`src/rtl/dma_engine_if.sv`:
```
// dma_engine_if: bundles the core-side DMA command/status signals, the DRAM
// request/ack port and the SRAM port of dma_engine.
//   master : view taken by dma_engine (drives stall/status, DRAM and SRAM requests)
//   slave  : view taken by the core/memory side (drives commands, acks, read data)
// Signal names match the original dma_engine ports.
interface dma_engine_if #(
    parameter int unsigned ADDR_W  = 32,
    parameter int unsigned WIDTH_W = 10
);
    logic [1:0]         dmaCmd;
    logic [ADDR_W-1:0]  dmaSrcAddress;
    logic [ADDR_W-1:0]  dmaDstAddress;
    logic [WIDTH_W-1:0] dmaWidth;
    logic               stall;
    logic               dmaValid;
    logic               dmaErr;
    logic               dramReq;
    logic               dramWe;
    logic [ADDR_W-1:0]  dramAddress;
    logic [31:0]        dramWriteData;
    logic               dramAck;
    logic [31:0]        dramReadData;
    logic [ADDR_W-1:0]  sramAddress;
    logic               sramWe;
    logic [31:0]        sramWriteData;
    logic [31:0]        sramReadData;

    modport master (
        input  dmaCmd, dmaSrcAddress, dmaDstAddress, dmaWidth,
        input  dramAck, dramReadData, sramReadData,
        output stall, dmaValid, dmaErr,
        output dramReq, dramWe, dramAddress, dramWriteData,
        output sramAddress, sramWe, sramWriteData
    );

    modport slave (
        output dmaCmd, dmaSrcAddress, dmaDstAddress, dmaWidth,
        output dramAck, dramReadData, sramReadData,
        input  stall, dmaValid, dmaErr,
        input  dramReq, dramWe, dramAddress, dramWriteData,
        input  sramAddress, sramWe, sramWriteData
    );
endinterface

```
`src/rtl/dma_engine.sv`:
```
// dma_engine: word-copy DMA responder beside the core.
//   dmaCmd 01 copies DRAM->SRAM (d2s), 10 copies SRAM->DRAM (s2d); 00/11 ignored.
//   stall is held while a copy runs; dmaValid pulses one cycle on completion.
// Ports:
//   clk   - rising-edge clock
//   reset - asynchronous, active-low
//   bus   - dma_engine_if.master: command/status, DRAM req/ack, SRAM port
// Optional feature macro DMA_ALIGN_CHECK_EN:
//   defined   - misaligned src/dst completes immediately with dmaErr=1
//   undefined - address bits [1:0] are cleared when the command is latched
// All outputs are registered.
module dma_engine #(
    parameter int unsigned ADDR_W  = 32,
    parameter int unsigned WIDTH_W = 10
) (
    input  logic         clk,
    input  logic         reset,
    dma_engine_if.master bus
);
    typedef enum logic [1:0] {IDLE, RD, WR, DONE} state_t;

    state_t             state_q, state_d;
    logic               is_s2d_q, is_s2d_d;
    logic               phase_q, phase_d;
    logic [ADDR_W-1:0]  src_q, src_d;
    logic [ADDR_W-1:0]  dst_q, dst_d;
    logic [WIDTH_W-1:0] rem_q, rem_d;

    logic               stall_q, stall_d;
    logic               dma_valid_q, dma_valid_d;
    logic               dma_err_q, dma_err_d;
    logic               dram_req_q, dram_req_d;
    logic               dram_we_q, dram_we_d;
    logic [ADDR_W-1:0]  dram_addr_q, dram_addr_d;
    logic [31:0]        dram_wdata_q, dram_wdata_d;
    logic [ADDR_W-1:0]  sram_addr_q, sram_addr_d;
    logic               sram_we_q, sram_we_d;
    logic [31:0]        sram_wdata_q, sram_wdata_d;

    logic [ADDR_W-1:0]  src_in, dst_in;
    logic               misaligned;
    logic               issue_rd;
    logic [ADDR_W-1:0]  issue_addr;

`ifdef DMA_ALIGN_CHECK_EN
    assign misaligned = (bus.dmaSrcAddress[1:0] != 2'b00) || (bus.dmaDstAddress[1:0] != 2'b00);
    assign src_in     = bus.dmaSrcAddress;
    assign dst_in     = bus.dmaDstAddress;
`else
    assign misaligned = 1'b0;
    assign src_in     = bus.dmaSrcAddress & ~ADDR_W'(3);
    assign dst_in     = bus.dmaDstAddress & ~ADDR_W'(3);
`endif

    always_comb begin
        state_d      = state_q;
        is_s2d_d     = is_s2d_q;
        phase_d      = phase_q;
        src_d        = src_q;
        dst_d        = dst_q;
        rem_d        = rem_q;
        stall_d      = stall_q;
        dma_valid_d  = 1'b0;
        dma_err_d    = dma_err_q;
        dram_req_d   = dram_req_q;
        dram_we_d    = dram_we_q;
        dram_addr_d  = dram_addr_q;
        dram_wdata_d = dram_wdata_q;
        sram_addr_d  = '0;
        sram_we_d    = 1'b0;
        sram_wdata_d = '0;
        issue_rd     = 1'b0;
        issue_addr   = src_q;

        unique case (state_q)
            IDLE: begin
                if (bus.dmaCmd == 2'b01 || bus.dmaCmd == 2'b10) begin
                    is_s2d_d  = bus.dmaCmd[1];
                    src_d     = src_in;
                    dst_d     = dst_in;
                    rem_d     = bus.dmaWidth;
                    stall_d   = 1'b1;
                    dma_err_d = misaligned;
                    if (misaligned || bus.dmaWidth == '0) begin
                        state_d = DONE;
                    end else begin
                        state_d    = RD;
                        issue_rd   = 1'b1;
                        issue_addr = src_in;
                    end
                end
            end
            RD: begin
                if (is_s2d_q) begin
                    // phase 0: SRAM address on the port; phase 1: read data valid
                    if (!phase_q) begin
                        phase_d = 1'b1;
                    end else begin
                        state_d      = WR;
                        dram_req_d   = 1'b1;
                        dram_we_d    = 1'b1;
                        dram_addr_d  = dst_q;
                        dram_wdata_d = bus.sramReadData;
                    end
                end else if (bus.dramAck) begin
                    state_d      = WR;
                    dram_req_d   = 1'b0;
                    dram_addr_d  = '0;
                    sram_we_d    = 1'b1;
                    sram_addr_d  = dst_q;
                    sram_wdata_d = bus.dramReadData;
                end
            end
            WR: begin
                // SRAM write (d2s) always finishes in its single cycle
                if (!is_s2d_q || bus.dramAck) begin
                    dram_req_d   = 1'b0;
                    dram_we_d    = 1'b0;
                    dram_addr_d  = '0;
                    dram_wdata_d = '0;
                    src_d        = src_q + ADDR_W'(4);
                    dst_d        = dst_q + ADDR_W'(4);
                    rem_d        = rem_q - WIDTH_W'(1);
                    if (rem_q == WIDTH_W'(1)) begin
                        state_d = DONE;
                    end else begin
                        state_d    = RD;
                        issue_rd   = 1'b1;
                        issue_addr = src_q + ADDR_W'(4);
                    end
                end
            end
            DONE: begin
                stall_d     = 1'b0;
                dma_valid_d = 1'b1;
                state_d     = IDLE;
            end
        endcase

        // Read outputs are registered, so they are launched on entry to RD.
        if (issue_rd) begin
            phase_d = 1'b0;
            if (is_s2d_d) begin
                sram_addr_d = issue_addr;
            end else begin
                dram_req_d  = 1'b1;
                dram_we_d   = 1'b0;
                dram_addr_d = issue_addr;
            end
        end
    end

    always_ff @(posedge clk or negedge reset) begin
        if (!reset) begin
            state_q      <= IDLE;
            is_s2d_q     <= 1'b0;
            phase_q      <= 1'b0;
            src_q        <= '0;
            dst_q        <= '0;
            rem_q        <= '0;
            stall_q      <= 1'b0;
            dma_valid_q  <= 1'b0;
            dma_err_q    <= 1'b0;
            dram_req_q   <= 1'b0;
            dram_we_q    <= 1'b0;
            dram_addr_q  <= '0;
            dram_wdata_q <= '0;
            sram_addr_q  <= '0;
            sram_we_q    <= 1'b0;
            sram_wdata_q <= '0;
        end else begin
            state_q      <= state_d;
            is_s2d_q     <= is_s2d_d;
            phase_q      <= phase_d;
            src_q        <= src_d;
            dst_q        <= dst_d;
            rem_q        <= rem_d;
            stall_q      <= stall_d;
            dma_valid_q  <= dma_valid_d;
            dma_err_q    <= dma_err_d;
            dram_req_q   <= dram_req_d;
            dram_we_q    <= dram_we_d;
            dram_addr_q  <= dram_addr_d;
            dram_wdata_q <= dram_wdata_d;
            sram_addr_q  <= sram_addr_d;
            sram_we_q    <= sram_we_d;
            sram_wdata_q <= sram_wdata_d;
        end
    end

    assign bus.stall         = stall_q;
    assign bus.dmaValid      = dma_valid_q;
    assign bus.dmaErr        = dma_err_q;
    assign bus.dramReq       = dram_req_q;
    assign bus.dramWe        = dram_we_q;
    assign bus.dramAddress   = dram_addr_q;
    assign bus.dramWriteData = dram_wdata_q;
    assign bus.sramAddress   = sram_addr_q;
    assign bus.sramWe        = sram_we_q;
    assign bus.sramWriteData = sram_wdata_q;
endmodule

```
`src/flat_wrapper.sv`:
```
// flat-port wrapper written by rule: the top's interface ports become plain ports
module dma_engine_flat 
#(
    parameter int unsigned ADDR_W  = 32,
    parameter int unsigned WIDTH_W = 10
)
  (clk, reset, bus_dmaCmd, bus_dmaSrcAddress, bus_dmaDstAddress, bus_dmaWidth, bus_dramAck, bus_dramReadData, bus_sramReadData, bus_stall, bus_dmaValid, bus_dmaErr, bus_dramReq, bus_dramWe, bus_dramAddress, bus_dramWriteData, bus_sramAddress, bus_sramWe, bus_sramWriteData);
  dma_engine_if #(.ADDR_W(ADDR_W), .WIDTH_W(WIDTH_W)) bus_i ();
  input  logic clk;
  input  logic reset;
  input wire logic [$bits(bus_i.dmaCmd)-1:0] bus_dmaCmd;
  input wire logic [$bits(bus_i.dmaSrcAddress)-1:0] bus_dmaSrcAddress;
  input wire logic [$bits(bus_i.dmaDstAddress)-1:0] bus_dmaDstAddress;
  input wire logic [$bits(bus_i.dmaWidth)-1:0] bus_dmaWidth;
  input wire logic [$bits(bus_i.dramAck)-1:0] bus_dramAck;
  input wire logic [$bits(bus_i.dramReadData)-1:0] bus_dramReadData;
  input wire logic [$bits(bus_i.sramReadData)-1:0] bus_sramReadData;
  output wire logic [$bits(bus_i.stall)-1:0] bus_stall;
  output wire logic [$bits(bus_i.dmaValid)-1:0] bus_dmaValid;
  output wire logic [$bits(bus_i.dmaErr)-1:0] bus_dmaErr;
  output wire logic [$bits(bus_i.dramReq)-1:0] bus_dramReq;
  output wire logic [$bits(bus_i.dramWe)-1:0] bus_dramWe;
  output wire logic [$bits(bus_i.dramAddress)-1:0] bus_dramAddress;
  output wire logic [$bits(bus_i.dramWriteData)-1:0] bus_dramWriteData;
  output wire logic [$bits(bus_i.sramAddress)-1:0] bus_sramAddress;
  output wire logic [$bits(bus_i.sramWe)-1:0] bus_sramWe;
  output wire logic [$bits(bus_i.sramWriteData)-1:0] bus_sramWriteData;
  assign bus_i.dmaCmd = bus_dmaCmd;
  assign bus_i.dmaSrcAddress = bus_dmaSrcAddress;
  assign bus_i.dmaDstAddress = bus_dmaDstAddress;
  assign bus_i.dmaWidth = bus_dmaWidth;
  assign bus_i.dramAck = bus_dramAck;
  assign bus_i.dramReadData = bus_dramReadData;
  assign bus_i.sramReadData = bus_sramReadData;
  assign bus_stall = bus_i.stall;
  assign bus_dmaValid = bus_i.dmaValid;
  assign bus_dmaErr = bus_i.dmaErr;
  assign bus_dramReq = bus_i.dramReq;
  assign bus_dramWe = bus_i.dramWe;
  assign bus_dramAddress = bus_i.dramAddress;
  assign bus_dramWriteData = bus_i.dramWriteData;
  assign bus_sramAddress = bus_i.sramAddress;
  assign bus_sramWe = bus_i.sramWe;
  assign bus_sramWriteData = bus_i.sramWriteData;
  dma_engine #(.ADDR_W(ADDR_W), .WIDTH_W(WIDTH_W)) u_core (.clk(clk), .reset(reset), .bus(bus_i));
endmodule
```
`config.mk`:
```
export PLATFORM = sky130hd
export DESIGN_NAME = dma_engine_flat
export DESIGN_NICKNAME = d
export VERILOG_FILES = /design/src/rtl/dma_engine_if.sv /design/src/rtl/dma_engine.sv /design/src/flat_wrapper.sv
export SDC_FILE = /design/constraint.sdc
export NUM_CORES = 1
export LEC_CHECK = 0
export BUFFER_PORTS_ARGS = -buffer_cell sky130_fd_sc_hd__buf_2
export CORE_MARGIN = 3
export CORE_UTILIZATION = 54
export CTS_CLUSTER_SIZE = 25
export DETAILED_ROUTE_END_ITERATION = 7
export PLACE_DENSITY = 0.81
export REMOVE_ABC_BUFFERS = 1
export SLEW_MARGIN = 30
export SYNTH_ARGS = -nofsm -noshare
export SYNTH_HDL_FRONTEND = slang
export SYNTH_SLANG_ARGS = --single-unit
```
`constraint.sdc`:
```
create_clock -name clk -period 2.9 [get_ports clk]
set_input_delay 0.58 -clock clk [delete_from_list [all_inputs] [get_ports clk]]
set_output_delay 0.58 -clock clk [all_outputs]
set_load 0.03 [all_outputs]
```
==> results of run 1 <==
sequential cells by signal, summed over array words and instances (netlist names):
signal,count
u_core.bus.dmaValid,1
u_core.bus.dramAddress,32
u_core.bus.dramReq,1
u_core.bus.dramWe,1
u_core.bus.dramWriteData,32
u_core.bus.sramAddress,31
u_core.bus.sramWe,1
u_core.bus.sramWriteData,32
u_core.bus.stall,1
u_core.dst_q,30
u_core.is_s2d_q,1
u_core.phase_q,1
u_core.rem_q,10
u_core.src_q,30
u_core.state_q,2
critical path: cells and delay by family, from the launching register on:
kind | cells | cell delay [ns]
AOI/OAI and AO/OA | 2 | 0.53
adders and majority gates | 1 | 0.14
buffers and inverters | 1 | 0.10
DFF | 1 | 0.39
muxes | 1 | 0.33
and+or+nand+nor | 3 | 1.15
Yosys cell counts, drive strengths merged (3+ instances only):
library cell,instances
a211oi,3
a21o,19
a21oi,125
a221oi,34
a222oi,6
a22oi,11
a31oi,5
and2,43
and3,12
and4,6
buf,23
clkbuf,84
dfrtp,206
ha,8
inv,15
mux2,6
mux2i,29
nand2,155
nand3,81
nand4,23
nor2,45
nor3,22
nor3b,3
nor4,8
o211ai,5
o21ai,110
o22ai,51
o31ai,10
or2,3
or3,6
or4,5
xnor2,5
xor2,4
final cells by class:
type | count | area (µm²)
inverters | 15 | 56.3
flip-flops and latches | 206 | 5150
well taps | 265 | 332
diodes | 5 | 12.5
repair buffers | 317 | 1840
fillers | 1582 | 6180
multi-input cells | 868 | 5290
clock inverters | 11 | 145
clock buffers | 30 | 652
how the worst min path moves through the flow:
stage / slack, ns / startpoint / to / depth (start not counted)
finish: 0.04 / reset / u_core.bus.dramAddress[26] / 1
CTS: 0.06 / reset / u_core.bus.dramAddress[26] / 1
global route: 0.08 / reset / u_core.bus.dramAddress[31] / 1
global placement: 0.46 / u_core.bus.dramWriteData[7] / u_core.bus.dramWriteData[7] / 2
detailed placement: 0.46 / u_core.bus.dramWriteData[1] / u_core.bus.dramWriteData[1] / 2
floorplan: 0.28 / reset / u_core.bus.dmaValid / 0
per-stage QoR:
step / util, % / std cells
finish: 68.6 / 1717
global route: 68.5 / 1716
CTS: 68.5 / 1712
detailed placement: 64.4 / 1671
global placement: 64.4 / 1671
floorplan: - / 1089
layout by cell type, fill, tap and decap left out, types with 21 or more instances in the layout:
cell / Yosys / layout
sky130_fd_sc_hd__buf_2: 10 / 270
sky130_fd_sc_hd__dfrtp_1: 206 / 206
sky130_fd_sc_hd__nand2_1: 154 / 153
sky130_fd_sc_hd__a21oi_1: 124 / 124
sky130_fd_sc_hd__o21ai_0: 90 / 90
sky130_fd_sc_hd__nand3_1: 81 / 81
sky130_fd_sc_hd__o22ai_1: 51 / 51
sky130_fd_sc_hd__and2_1: 43 / 43
sky130_fd_sc_hd__nor2_1: 44 / 42
sky130_fd_sc_hd__buf_4: 6 / 36
sky130_fd_sc_hd__a221oi_2: 30 / 30
sky130_fd_sc_hd__mux2i_1: 29 / 29
sky130_fd_sc_hd__nand4_1: 23 / 23
sky130_fd_sc_hd__clkbuf_16: 0 / 23
sky130_fd_sc_hd__nor3_1: 21 / 21
cell families after synthesis:
| logic type | count (synthesis) | synth area share, % |
|---|---|---|
| compound gates | 395 | 24.1 |
| xor+xnor | 9 | 0.723 |
| fa+ha+maj | 8 | 0.918 |
| buf+inv | 122 | 4.81 |
| flops | 206 | 47.3 |
| mux | 35 | 3.28 |
| other cells | 1 | 0.0344 |
| simple gates | 419 | 18.9 |
routing by layer:
metal,wire length [µm],vias to the layer above,part of all wire [%]
li1,-,4864,-
met1,13000,5047,39
met2,15800,550,47
met3,3150,105,9.5
met4,1180,10,3.6
met5,60,-,0.18
power by group:
group | switching (µW) | internal [µW] | leakage (µW)
clock network | 1190 | 1850 | 0.000385
registers | 1290 | 3980 | 0.00261
logic | 5740 | 3180 | 0.00337
total | 8220 | 9010 | 0.00637
==> flow_summary.html, run 1 <==
<table>
<tr><th>Metric</th><th>Value</th></tr>
<tr><th colspan="2">Critical path</th></tr>
<tr><td>Delay of the slowest cell on the worst path</td><td>roughly 0.53 ns</td></tr>
<tr><td>Data arrival time at the worst-slack endpoint</td><td>between 3 and 4 ns</td></tr>
<tr><td>Worst setup EP type</td><td>flip-flop</td></tr>
<tr><td>Category of the worst setup path launch point</td><td>flip-flop</td></tr>
<tr><td>Reg2Reg Depth</td><td>8</td></tr>
<tr><td>Crit Reg-Reg Startpoint</td><td>u_core.rem_q[1]</td></tr>
<tr><td>Reg-to-Reg End</td><td>u_core.bus.sramAddress[13]</td></tr>
<tr><td>Highest-delay cell along the critical path</td><td>sky130_fd_sc_hd__or4b_1</td></tr>
<tr><td>Cell-by-cell listing of the critical path</td><td>inv_1 -&gt; ha_1 -&gt; or4b_1 -&gt; or3_1 -&gt; nand3_1 -&gt; mux2_2 -&gt; a21oi_1 -&gt; o21ai_0</td></tr>
<tr><td>Worst setup path endpoint</td><td>u_core.bus.sramAddress[13]</td></tr>
<tr><td>Origin of the worst setup path</td><td>u_core.rem_q[1]</td></tr>
<tr><td>Largest fanout of any net on the critical path</td><td>6</td></tr>
<tr><td>Critical Path RT</td><td>~3.3 ns</td></tr>
<tr><td>Worst setup path class</td><td>flip-flop to flip-flop</td></tr>
<tr><td>Worst reg2reg setup slack</td><td>approximately 0.13 ns</td></tr>
<tr><th colspan="2">Floorplan</th></tr>
<tr><td>Row Count</td><td>a little over 50</td></tr>
<tr><td>I/O pin count</td><td>~280</td></tr>
<tr><td>Initial standard-cell utilization of the core</td><td>between 50% and 60%</td></tr>
<tr><td>Area of the core region</td><td>about 20000 µm²</td></tr>
<tr><td>Horizontal extent of the die</td><td>148 µm</td></tr>
<tr><td>Die Footprint</td><td>roughly 22000 µm²</td></tr>
<tr><td>Height of the die</td><td>148 µm</td></tr>
<tr><th colspan="2">Placement</th></tr>
<tr><td>Final Wtd Congestion</td><td>between 0.9 and 1</td></tr>
<tr><td>Hpwl dp</td><td>approximately 23000 µm</td></tr>
<tr><td>Placed cell areas</td><td>12700 µm²</td></tr>
<tr><td>Pre-CTS setup slack</td><td>roughly 0.17 ns</td></tr>
<tr><td>Number of I/O port buffers</td><td>~270</td></tr>
<tr><th colspan="2">Drt</th></tr>
<tr><td>Count of unresolved DRC violations after routing</td><td>0</td></tr>
<tr><td>Routed wirelength normalized by instance count</td><td>around 19 µm</td></tr>
<tr><td>Routed Antenna Nets</td><td>0</td></tr>
<tr><td>First-pass DRT Iterations</td><td>5</td></tr>
<tr><td>Vias per inst</td><td>6.16</td></tr>
<tr><td>Drt initial violations</td><td>~960</td></tr>
<tr><td>Total Routed Length</td><td>~33000 µm</td></tr>
<tr><td>Overall via count from detail_route</td><td>about 11000</td></tr>
<tr><th colspan="2">Synth</th></tr>
<tr><td>Synth cell types</td><td>65</td></tr>
<tr><td>Number of enable flip-flop cells after synthesis</td><td>0</td></tr>
<tr><td>Cell type with the highest aggregate area in the netlist</td><td>sky130_fd_sc_hd__dfrtp_1</td></tr>
<tr><td>Avg Synthesized Cell Area</td><td>~9.1 µm²</td></tr>
<tr><td>Top flip-flop cell by instance count after synthesis</td><td>sky130_fd_sc_hd__dfrtp_1</td></tr>
<tr><td>#FFs+latches synth</td><td>a little over 200</td></tr>
<tr><td>Fraction of post-synthesis cell area in the top cell type by area</td><td>between 40% and 50%</td></tr>
<tr><td>Sequential element share of the synthesized area</td><td>a little under half</td></tr>
<tr><td>Total of warnings raised by yosys</td><td>0</td></tr>
<tr><td>Fraction of synthesis flops using an asynchronous set or reset pin</td><td>100%</td></tr>
<tr><td>Summed instance area of the synthesized netlist</td><td>10900 µm²</td></tr>
<tr><td>Number of instances in the synthesized netlist</td><td>about 1200</td></tr>
<tr><td>Top post-synthesis cells by area</td><td>sky130_fd_sc_hd__dfrtp_1 (47%), sky130_fd_sc_hd__a21oi_1 (5.7%), sky130_fd_sc_hd__nand2_1 (5.3%), sky130_fd_sc_hd__a221oi_2 (4.1%), sky130_fd_sc_hd__o21ai_0 (4.1%)</td></tr>
<tr><th colspan="2">Global routing</th></tr>
<tr><td>Initial antenna violation count</td><td>9</td></tr>
<tr><td>GR met2 Demand/Resource</td><td>48.3%</td></tr>
<tr><td>Grt ovf</td><td>0</td></tr>
<tr><td>GR Util met3</td><td>under 10%</td></tr>
<tr><td>Routing layer with the top usage in global route</td><td>met2</td></tr>
<tr><td>Pin count of the biggest net entering global routing</td><td>between 60 and 70</td></tr>
<tr><td>Wire length of the first global-routing pass</td><td>approximately 53000 µm</td></tr>
<tr><td>Global-route track usage on met1</td><td>~40%</td></tr>
<tr><td>Number of global-route vias before repair</td><td>10098</td></tr>
<tr><td>GRT Util Overall</td><td>~29%</td></tr>
<tr><th colspan="2">Clock network</th></tr>
<tr><td>TritonCTS clock tree</td><td>built</td></tr>
<tr><td>Number of buffers between clock root and the deepest sink</td><td>3</td></tr>
<tr><td>Root Driver</td><td>sky130_fd_sc_hd__clkbuf_16</td></tr>
<tr><td>Num CTS Buffers</td><td>23</td></tr>
<tr><td>CTS HTree Levels</td><td>1</td></tr>
<tr><td>CTS resizes</td><td>0</td></tr>
<tr><td>Hold buffers post-CTS</td><td>0</td></tr>
<tr><td>Sinks on the clock net</td><td>between 200 and 250</td></tr>
<tr><td>Setup fix buffers added after clock tree synthesis</td><td>0</td></tr>
<tr><td>Insertion delay of the later-clocked pin in the worst-skew pair</td><td>0.51 ns</td></tr>
<tr><td>Clock slew at reported path FFs</td><td>about 0.060 ns</td></tr>
<tr><th colspan="2">Timing</th></tr>
<tr><td>Setup_tns</td><td>0 ns</td></tr>
<tr><td>Final critical-path setup slack</td><td>between 0.1 and 0.15 ns</td></tr>
<tr><td>Worst clock skew</td><td>0.0196 ns</td></tr>
<tr><td>Setup violations, final</td><td>0</td></tr>
<tr><td>Worst hold margin</td><td>0.0447 ns</td></tr>
<tr><td>Slew Limit Fails</td><td>0</td></tr>
<tr><td>Slew Limit Headroom</td><td>about 53%</td></tr>
<tr><td>Final Hold Vio Count</td><td>0</td></tr>
<tr><td>Crit path time final</td><td>roughly 2.8 ns</td></tr>
<tr><td>F_max</td><td>0.361 GHz</td></tr>
<tr><td>Period utilization</td><td>between 90% and 100%</td></tr>
<tr><td>Slew at the pin closest to its max-slew limit</td><td>roughly 0.70 ns</td></tr>
<tr><td>Unrepaired setup endpoints after global routing</td><td>no</td></tr>
<tr><th colspan="2">Layout</th></tr>
<tr><td>Post-route cell area</td><td>roughly 13000 µm²</td></tr>
<tr><td>Number of nets at the end of the flow</td><td>between 1500 and 2000</td></tr>
<tr><td>Ratio of cells with drive above 1 in the final layout</td><td>~29%</td></tr>
<tr><td>Area growth, synth to finish</td><td>23.6%</td></tr>
<tr><th colspan="2">Hold path</th></tr>
<tr><td>Hold WC Path Type</td><td>input port to asynchronous set/reset pin</td></tr>
<tr><th colspan="2">Power</th></tr>
<tr><td>Leak</td><td>0.00637 µW</td></tr>
<tr><td>Largest vdd supply drop</td><td>between 700 and 800 µV</td></tr>
<tr><td>Power consumption</td><td>around 17000 µW</td></tr>
<tr><td>Power per Cell Area</td><td>about 1300 nW/µm²</td></tr>
<tr><th colspan="2">Run</th></tr>
<tr><td>Total of max-cap violations</td><td>0</td></tr>
<tr><th colspan="2">Outcome</th></tr>
<tr><td>Result of the run</td><td>finished, final reports clean</td></tr>
</table>
Power figures use the tool's default switching activity.
==> inputs of run 2 (changes only) <==
Settings changed: SETUP_SLACK_MARGIN from default to 0.4.
==> flow_summary.html, run 2 (synthesized netlist as in run 1, its figures left out) <==
<table>
<tr><th>Metric</th><th>Value</th></tr>
<tr><th colspan="2">Clock network</th></tr>
<tr><td>TritonCTS clock tree</td><td>built</td></tr>
<tr><td>Hold buffers post-CTS</td><td>0</td></tr>
<tr><td>CTS HTree Levels</td><td>1</td></tr>
<tr><td>Root Driver</td><td>sky130_fd_sc_hd__clkbuf_16</td></tr>
<tr><td>Clock slew at reported path FFs</td><td>approximately 0.060 ns</td></tr>
<tr><td>Insertion delay of the later-clocked pin in the worst-skew pair</td><td>0.52 ns</td></tr>
<tr><td>Num CTS Buffers</td><td>23</td></tr>
<tr><td>Number of buffers between clock root and the deepest sink</td><td>3</td></tr>
<tr><td>Sinks on the clock net</td><td>between 200 and 250</td></tr>
<tr><th colspan="2">Floorplan</th></tr>
<tr><td>Area of the core region</td><td>19700 µm²</td></tr>
<tr><td>I/O pin count</td><td>about 280</td></tr>
<tr><td>Row Count</td><td>51</td></tr>
<tr><td>Die Footprint</td><td>around 22000 µm²</td></tr>
<tr><td>Horizontal extent of the die</td><td>148 µm</td></tr>
<tr><td>Initial standard-cell utilization of the core</td><td>55.5%</td></tr>
<tr><td>Height of the die</td><td>148 µm</td></tr>
<tr><th colspan="2">Layout</th></tr>
<tr><td>Number of nets at the end of the flow</td><td>roughly 1600</td></tr>
<tr><td>Area growth, synth to finish</td><td>26.2%</td></tr>
<tr><td>Ratio of cells with drive above 1 in the final layout</td><td>31.2%</td></tr>
<tr><td>Most frequent standard cell in the layout excluding fill and tap cells</td><td>sky130_fd_sc_hd__buf_2</td></tr>
<tr><td>Most used cells in the layout excluding fill and tap cells</td><td>sky130_fd_sc_hd__buf_2 (270), sky130_fd_sc_hd__dfrtp_1 (203), sky130_fd_sc_hd__nand2_1 (153)</td></tr>
<tr><th colspan="2">Critical path</th></tr>
<tr><td>Crit Reg-Reg Startpoint</td><td>u_core.rem_q[1]</td></tr>
<tr><td>Cell family contributing the most delay on the critical path</td><td>simple AND/OR/NAND/NOR gates</td></tr>
<tr><td>Critical Path RT</td><td>about 3.3 ns</td></tr>
<tr><td>Worst setup path class</td><td>flip-flop to flip-flop</td></tr>
<tr><td>CP Depth</td><td>8</td></tr>
<tr><td>Data arrival time at the worst-slack endpoint</td><td>around 2.8 ns</td></tr>
<tr><td>Reg2Reg Depth</td><td>8</td></tr>
<tr><td>Cell-by-cell listing of the critical path</td><td>inv_2 -&gt; ha_1 -&gt; or4b_4 -&gt; nor3_4 -&gt; nor2_4 -&gt; buf_6 -&gt; a222oi_1 -&gt; o21ai_0</td></tr>
<tr><td>Worst setup EP type</td><td>flip-flop</td></tr>
<tr><td>Worst reg2reg setup slack</td><td>0.42 ns</td></tr>
<tr><td>Largest fanout of any net on the critical path</td><td>11</td></tr>
<tr><td>Delay of the slowest cell on the worst path</td><td>0.49 ns</td></tr>
<tr><td>Reg-to-Reg End</td><td>u_core.bus.sramAddress[18]</td></tr>
<tr><td>Highest-delay cell along the critical path</td><td>sky130_fd_sc_hd__or4b_4</td></tr>
<tr><td>Category of the worst setup path launch point</td><td>flip-flop</td></tr>
<tr><td>Total buffers and inverters traversed by the critical path</td><td>2</td></tr>
<tr><th colspan="2">Global routing</th></tr>
<tr><td>Initial antenna violation count</td><td>9</td></tr>
<tr><td>Wire length of the first global-routing pass</td><td>between 50000 and 60000 µm</td></tr>
<tr><td>GRT Util Overall</td><td>between 20% and 30%</td></tr>
<tr><td>Number of global-route vias before repair</td><td>a little over 10000</td></tr>
<tr><td>Pin count of the biggest net entering global routing</td><td>65</td></tr>
<tr><td>Grt ovf</td><td>0</td></tr>
<tr><th colspan="2">Outcome</th></tr>
<tr><td>Result of the run</td><td>finished, final reports clean</td></tr>
<tr><th colspan="2">Timing</th></tr>
<tr><td>Unrepaired setup endpoints after global routing</td><td>yes</td></tr>
<tr><td>Slew Limit Fails</td><td>0</td></tr>
<tr><td>Final critical-path setup slack</td><td>approximately 0.42 ns</td></tr>
<tr><td>Slew Limit Headroom</td><td>between 50% and 60%</td></tr>
<tr><td>F_max</td><td>just over 0.4 GHz</td></tr>
<tr><td>Worst clock skew</td><td>about 0.024 ns</td></tr>
<tr><td>Setup violations, final</td><td>0</td></tr>
<tr><td>Slew at the pin closest to its max-slew limit</td><td>approximately 0.67 ns</td></tr>
<tr><td>Worst hold margin</td><td>between 0.04 and 0.05 ns</td></tr>
<tr><td>Period utilization</td><td>a little under nine tenths</td></tr>
<tr><td>Final Hold Vio Count</td><td>0</td></tr>
<tr><td>Crit path time final</td><td>roughly 2.5 ns</td></tr>
<tr><th colspan="2">Power</th></tr>
<tr><td>Largest vdd supply drop</td><td>between 700 and 800 µV</td></tr>
<tr><td>Switching power</td><td>around 8400 µW</td></tr>
<tr><td>Part of the power in registers</td><td>29.8%</td></tr>
<tr><td>Portion of total power attributed to combinational logic</td><td>53.1%</td></tr>
<tr><td>Power per Cell Area</td><td>1290 nW/µm²</td></tr>
<tr><td>Switching Fraction</td><td>a little under half</td></tr>
<tr><td>Clock group share of total power</td><td>about 17%</td></tr>
<tr><td>Leak</td><td>around 0.0065 µW</td></tr>
<tr><td>Power Internal</td><td>around 9300 µW</td></tr>
<tr><th colspan="2">Run</th></tr>
<tr><td>Total of max-cap violations</td><td>0</td></tr>
<tr><th colspan="2">Placement</th></tr>
<tr><td>Hpwl dp</td><td>between 20000 and 25000 µm</td></tr>
<tr><td>Pre-CTS setup slack</td><td>approximately 0.17 ns</td></tr>
<tr><td>Number of I/O port buffers</td><td>around 270</td></tr>
<tr><td>Final Wtd Congestion</td><td>around 0.94</td></tr>
<tr><th colspan="2">Drt</th></tr>
<tr><td>Routed wirelength normalized by instance count</td><td>just under 20 µm</td></tr>
<tr><td>Routed Antenna Nets</td><td>0</td></tr>
<tr><td>Count of unresolved DRC violations after routing</td><td>0</td></tr>
<tr><td>Total Routed Length</td><td>about 34000 µm</td></tr>
<tr><td>Vias per inst</td><td>6.15</td></tr>
<tr><td>Overall via count from detail_route</td><td>~11000</td></tr>
<tr><td>Drt initial violations</td><td>approximately 1000</td></tr>
<tr><td>First-pass DRT Iterations</td><td>5</td></tr>
<tr><th colspan="2">Hold path</th></tr>
<tr><td>Hold WC Path Type</td><td>input port to asynchronous set/reset pin</td></tr>
</table>
## run 2: area by class of cell
class / count / area (µm²)
Timing Repair Buffer: 333 / 2000
Clock inverter: 11 / 145
Sequential cell: 206 / 5160
Multi-Input combinational cell: 868 / 5400
Fill cell: 1529 / 5900
Inverter: 15 / 60.1
Tap cell: 265 / 332
Antenna cell: 5 / 12.5
Clock buffer: 30 / 652
## run 2: metal layers
metal / routed length, µm / up-vias / track usage [%]
li1: - / 4894 / -
met1: 13100 / 5080 / 38.9
met2: 16200 / 569 / 48.0
met3: 3390 / 104 / 5.94
met4: 1120 / 10 / 11.0
met5: 62 / - / 0
## run 2: repair_timing
item | 4_1_cts | 5_1_grt
endpoints found under the setup margin | 55 | 103
resized for setup | 13 | 29
setup buffers | 3 | 12
pin swaps | 4 | 11
gates cloned | 0 | 1
## run 2: worst max path at each step
stage / startpoint / end / slack (ns)
after floorplan: u_core.state_q[0] / u_core.dst_q[5] / -2.97
after global placement: u_core.rem_q[1] / u_core.bus.dramAddress[16] / 0.23
after detailed placement: u_core.rem_q[1] / u_core.bus.dramAddress[16] / 0.17
after CTS: u_core.rem_q[1] / u_core.bus.sramAddress[5] / 0.39
after global routing: u_core.rem_q[1] / u_core.bus.sramAddress[17] / 0.33
final: u_core.rem_q[1] / u_core.bus.sramAddress[18] / 0.42
## run 2: worst reg2reg max path: stages, from the launching register on
cell and delay, ns:
sky130_fd_sc_hd__dfrtp_1 0.39, sky130_fd_sc_hd__inv_2 0.06, sky130_fd_sc_hd__ha_1 0.12, sky130_fd_sc_hd__or4b_4 0.49, sky130_fd_sc_hd__nor3_4 0.36, sky130_fd_sc_hd__nor2_4 0.08, sky130_fd_sc_hd__buf_6 0.16, sky130_fd_sc_hd__a222oi_1 0.47
sky130_fd_sc_hd__o21ai_0 0.21
## run 2: power groups by stage
| stage | Clock (µW) | Combinational (µW) | Sequential (µW) |
|---|---|---|---|
| finish | 3050 | 9430 | 5290 |
| global route | 3220 | 10200 | 5450 |
| CTS | 3080 | 8950 | 5220 |
| global placement | 0 | 8500 | 5190 |
| floorplan | 0 | 4910 | 5980 |
| detailed placement | 0 | 8780 | 5260 |
## run 2: per-stage QoR
stage | TNS (ns) | std cells | area [µm²] | total power (µW) | utilization [%]
floorplan | -339.86 | 1089 | 10400 | 10900 | -
global placement | 0 | 1671 | 12700 | 13700 | 64.4
detailed placement | 0 | 1671 | 12700 | 14000 | 64.4
CTS | 0 | 1715 | 13500 | 17300 | 68.8
global route | 0 | 1732 | 13800 | 18900 | 70.0
finish | 0 | 1733 | 13800 | 17800 | 70.0
==> inputs of run 3 (changes only) <==
==> constraint.sdc (replaced) <==
create_clock -name clk -period 2.9 [get_ports clk]
set_input_delay 0 -clock clk [delete_from_list [all_inputs] [get_ports clk]]
set_output_delay 0 -clock clk [all_outputs]
set_load 0.03 [all_outputs]
==> flow_summary.html, run 3 (synthesized netlist as in run 1, its figures left out) <==
<table>
<tr><th>Metric</th><th>Value</th></tr>
<tr><th colspan="2">Layout</th></tr>
<tr><td>Most frequent standard cell in the layout excluding fill and tap cells</td><td>sky130_fd_sc_hd__buf_2</td></tr>
<tr><td>Ratio of cells with drive above 1 in the final layout</td><td>between 20% and 30%</td></tr>
<tr><td>Most used cells in the layout excluding fill and tap cells</td><td>sky130_fd_sc_hd__buf_2 (270), sky130_fd_sc_hd__dfrtp_1 (203), sky130_fd_sc_hd__nand2_1 (153)</td></tr>
<tr><td>Number of nets at the end of the flow</td><td>approximately 1700</td></tr>
<tr><td>Area growth, synth to finish</td><td>39.3%</td></tr>
<tr><th colspan="2">Floorplan</th></tr>
<tr><td>Die Footprint</td><td>21900 µm²</td></tr>
<tr><td>Row Count</td><td>51</td></tr>
<tr><td>Horizontal extent of the die</td><td>approximately 150 µm</td></tr>
<tr><td>Area of the core region</td><td>19700 µm²</td></tr>
<tr><td>Initial standard-cell utilization of the core</td><td>between 50% and 60%</td></tr>
<tr><td>I/O pin count</td><td>277</td></tr>
<tr><td>Height of the die</td><td>148 µm</td></tr>
<tr><th colspan="2">Critical path</th></tr>
<tr><td>Worst setup path class</td><td>flip-flop to flip-flop</td></tr>
<tr><td>Largest fanout of any net on the critical path</td><td>27</td></tr>
<tr><td>Worst setup EP type</td><td>flip-flop</td></tr>
<tr><td>Critical Path RT</td><td>3.24 ns</td></tr>
<tr><td>Reg2Reg Depth</td><td>10</td></tr>
<tr><td>Worst reg2reg setup slack</td><td>between 0.3 and 0.4 ns</td></tr>
<tr><td>Category of the worst setup path launch point</td><td>flip-flop</td></tr>
<tr><td>Data arrival time at the worst-slack endpoint</td><td>between 2 and 3 ns</td></tr>
<tr><th colspan="2">Power</th></tr>
<tr><td>Portion of total power attributed to combinational logic</td><td>between 50% and 60%</td></tr>
<tr><td>Switching power</td><td>8730 µW</td></tr>
<tr><td>Power per Cell Area</td><td>about 1200 nW/µm²</td></tr>
<tr><td>Power consumption</td><td>approximately 18000 µW</td></tr>
<tr><td>Part of the power in registers</td><td>around 30%</td></tr>
<tr><td>Power Internal</td><td>9220 µW</td></tr>
<tr><td>Clock group share of total power</td><td>15.5%</td></tr>
<tr><td>Leak</td><td>about 0.007 µW</td></tr>
<tr><td>Largest vdd supply drop</td><td>approximately 700 µV</td></tr>
<tr><td>Switching Fraction</td><td>48.6%</td></tr>
<tr><th colspan="2">Placement</th></tr>
<tr><td>Hpwl dp</td><td>23800 µm</td></tr>
<tr><td>Pre-CTS setup slack</td><td>0.240 ns</td></tr>
<tr><td>Final Wtd Congestion</td><td>a little over 0.9</td></tr>
<tr><td>Number of I/O port buffers</td><td>between 200 and 300</td></tr>
<tr><th colspan="2">Timing</th></tr>
<tr><td>Slew at the pin closest to its max-slew limit</td><td>0.799 ns</td></tr>
<tr><td>Final critical-path setup slack</td><td>around 0.36 ns</td></tr>
<tr><td>Setup violations, final</td><td>0</td></tr>
<tr><td>Slew Limit Fails</td><td>0</td></tr>
<tr><td>Unrepaired setup endpoints after global routing</td><td>yes</td></tr>
<tr><td>Worst clock skew</td><td>around 0.012 ns</td></tr>
<tr><td>Period utilization</td><td>slightly below 90%</td></tr>
<tr><td>F_max</td><td>around 0.39 GHz</td></tr>
<tr><td>Crit path time final</td><td>between 2 and 3 ns</td></tr>
<tr><td>Final Hold Vio Count</td><td>0</td></tr>
<tr><td>Setup_tns</td><td>0 ns</td></tr>
<tr><td>Slew Limit Headroom</td><td>46.8%</td></tr>
<tr><th colspan="2">Drt</th></tr>
<tr><td>Drt initial violations</td><td>between 1000 and 1500</td></tr>
<tr><td>Routed wirelength normalized by instance count</td><td>just over 20 µm</td></tr>
<tr><td>Vias per inst</td><td>6.19</td></tr>
<tr><td>Count of unresolved DRC violations after routing</td><td>0</td></tr>
<tr><td>Routed Antenna Nets</td><td>0</td></tr>
<tr><td>Total Routed Length</td><td>a little under 40000 µm</td></tr>
<tr><td>First-pass DRT Iterations</td><td>5</td></tr>
<tr><td>Overall via count from detail_route</td><td>about 12000</td></tr>
<tr><th colspan="2">Global routing</th></tr>
<tr><td>Initial antenna violation count</td><td>1</td></tr>
<tr><td>Number of global-route vias before repair</td><td>between 10000 and 15000</td></tr>
<tr><td>Grt ovf</td><td>0</td></tr>
<tr><td>Wire length of the first global-routing pass</td><td>between 50000 and 60000 µm</td></tr>
<tr><td>GRT Util Overall</td><td>between 30% and 40%</td></tr>
<tr><td>Pin count of the biggest net entering global routing</td><td>between 90 and 100</td></tr>
<tr><th colspan="2">Hold path</th></tr>
<tr><td>Hold WC Path Type</td><td>input port to flip-flop</td></tr>
<tr><td>Cell depth of the worst hold path</td><td>4</td></tr>
<tr><th colspan="2">Clock network</th></tr>
<tr><td>Root Driver</td><td>sky130_fd_sc_hd__clkbuf_16</td></tr>
<tr><td>Number of buffers between clock root and the deepest sink</td><td>3</td></tr>
<tr><td>TritonCTS clock tree</td><td>built</td></tr>
<tr><td>Insertion delay of the later-clocked pin in the worst-skew pair</td><td>0.51 ns</td></tr>
<tr><td>Sinks on the clock net</td><td>a little over 200</td></tr>
<tr><td>CTS HTree Levels</td><td>1</td></tr>
<tr><td>Num CTS Buffers</td><td>23</td></tr>
<tr><td>Clock slew at reported path FFs</td><td>roughly 0.060 ns</td></tr>
<tr><th colspan="2">Outcome</th></tr>
<tr><td>Result of the run</td><td>finished, final reports clean</td></tr>
<tr><th colspan="2">Run</th></tr>
<tr><td>Total of max-cap violations</td><td>0</td></tr>
</table>
## run 3: cell count changes in the layout (fill, tap and decap cells not counted), sizes merged
| cell | previous run | this run |
|---|---|---|
| diode | 5 | 1 |
| clkinv | 4 | 8 |
| dlygate4sd3 | 0 | 137 |
| clkinvlp | 4 | 3 |
| buf | 331 | 339 |
| bufinv | 3 | 1 |
## run 3: final cells by class
| class | instances | area [µm²] |
|---|---|---|
| repair buffers | 479 | 3480 |
| inverters | 15 | 56.3 |
| fillers | 1285 | 4470 |
| diodes | 1 | 2.50 |
| multi-input cells | 868 | 5440 |
| clock buffers | 29 | 618 |
| well taps | 265 | 332 |
| clock inverters | 12 | 96.3 |
| flip-flops and latches | 206 | 5160 |
## run 3: final timing paths
| path | startpoint | endpoint |
|---|---|---|
| max | u_core.rem_q[1] | u_core.bus.dramAddress[8] |
| min | bus_dmaSrcAddress[13] | u_core.src_q[13] |
| max reg2reg | u_core.rem_q[1] | u_core.bus.dramAddress[8] |
| min reg2reg | u_core.bus.dramWriteData[5] | u_core.bus.dramWriteData[5] |
| max in group asynchronous | reset | u_core.bus.sramAddress[21] |
| min in group asynchronous | reset | u_core.bus.dramAddress[24] |
## run 3: metal layers
layer	wire [µm]	vias to the layer above	global-route usage (%)	share of wire, %
li1	-	5162	-	-
met1	14500	5550	42.3	37
met2	19100	756	55.9	49
met3	4150	137	6.73	11
met4	1310	0	9.93	3.3
met5	0	-	0	0
## run 3: power by group through the flow
stage / clock network [µW] / registers (µW) / logic, µW
after CTS: 2800 / 5230 / 9040
after global placement: 0 / 5190 / 8460
after detailed placement: 0 / 5270 / 8740
final: 2790 / 5350 / 9810
after global routing: 2920 / 5490 / 10500
after floorplan: 0 / 5980 / 4910
## run 3: critical path, cell delays in order, from the launching register on
cell and delay [ns]:
sky130_fd_sc_hd__dfrtp_1 0.39, sky130_fd_sc_hd__inv_2 0.09, sky130_fd_sc_hd__ha_4 0.12, sky130_fd_sc_hd__or4b_4 0.48, sky130_fd_sc_hd__or3_4 0.41, sky130_fd_sc_hd__buf_6 0.15, sky130_fd_sc_hd__a21oi_4 0.15, sky130_fd_sc_hd__nor2_4 0.11
sky130_fd_sc_hd__buf_12 0.18, sky130_fd_sc_hd__a221oi_4 0.20, sky130_fd_sc_hd__a21oi_1 0.08
## run 3: repair_timing
action / 4_1_cts / 5_1_grt
gates cloned: 0 / 5
setup endpoints to repair: 62 / 100
setup buffers: 2 / 13
hold endpoints to repair: 266 / 0
resized for setup: 13 / 37
pin swaps: 2 / 11
hold buffers: 137 / 0
## run 3: per-stage QoR
step / hold slack, ns / instances / util, % / cell area (µm²)
after detailed placement: 0.139 / 1676 / 64.4 / 12700
after global routing: 0.0220 / 1875 / 77.3 / 15200
after CTS: 0.000989 / 1856 / 75.4 / 14800
after floorplan: -0.296 / 1089 / - / 10400
final: 0.00897 / 1875 / 77.3 / 15200
after global placement: 0.132 / 1676 / 64.4 / 12700
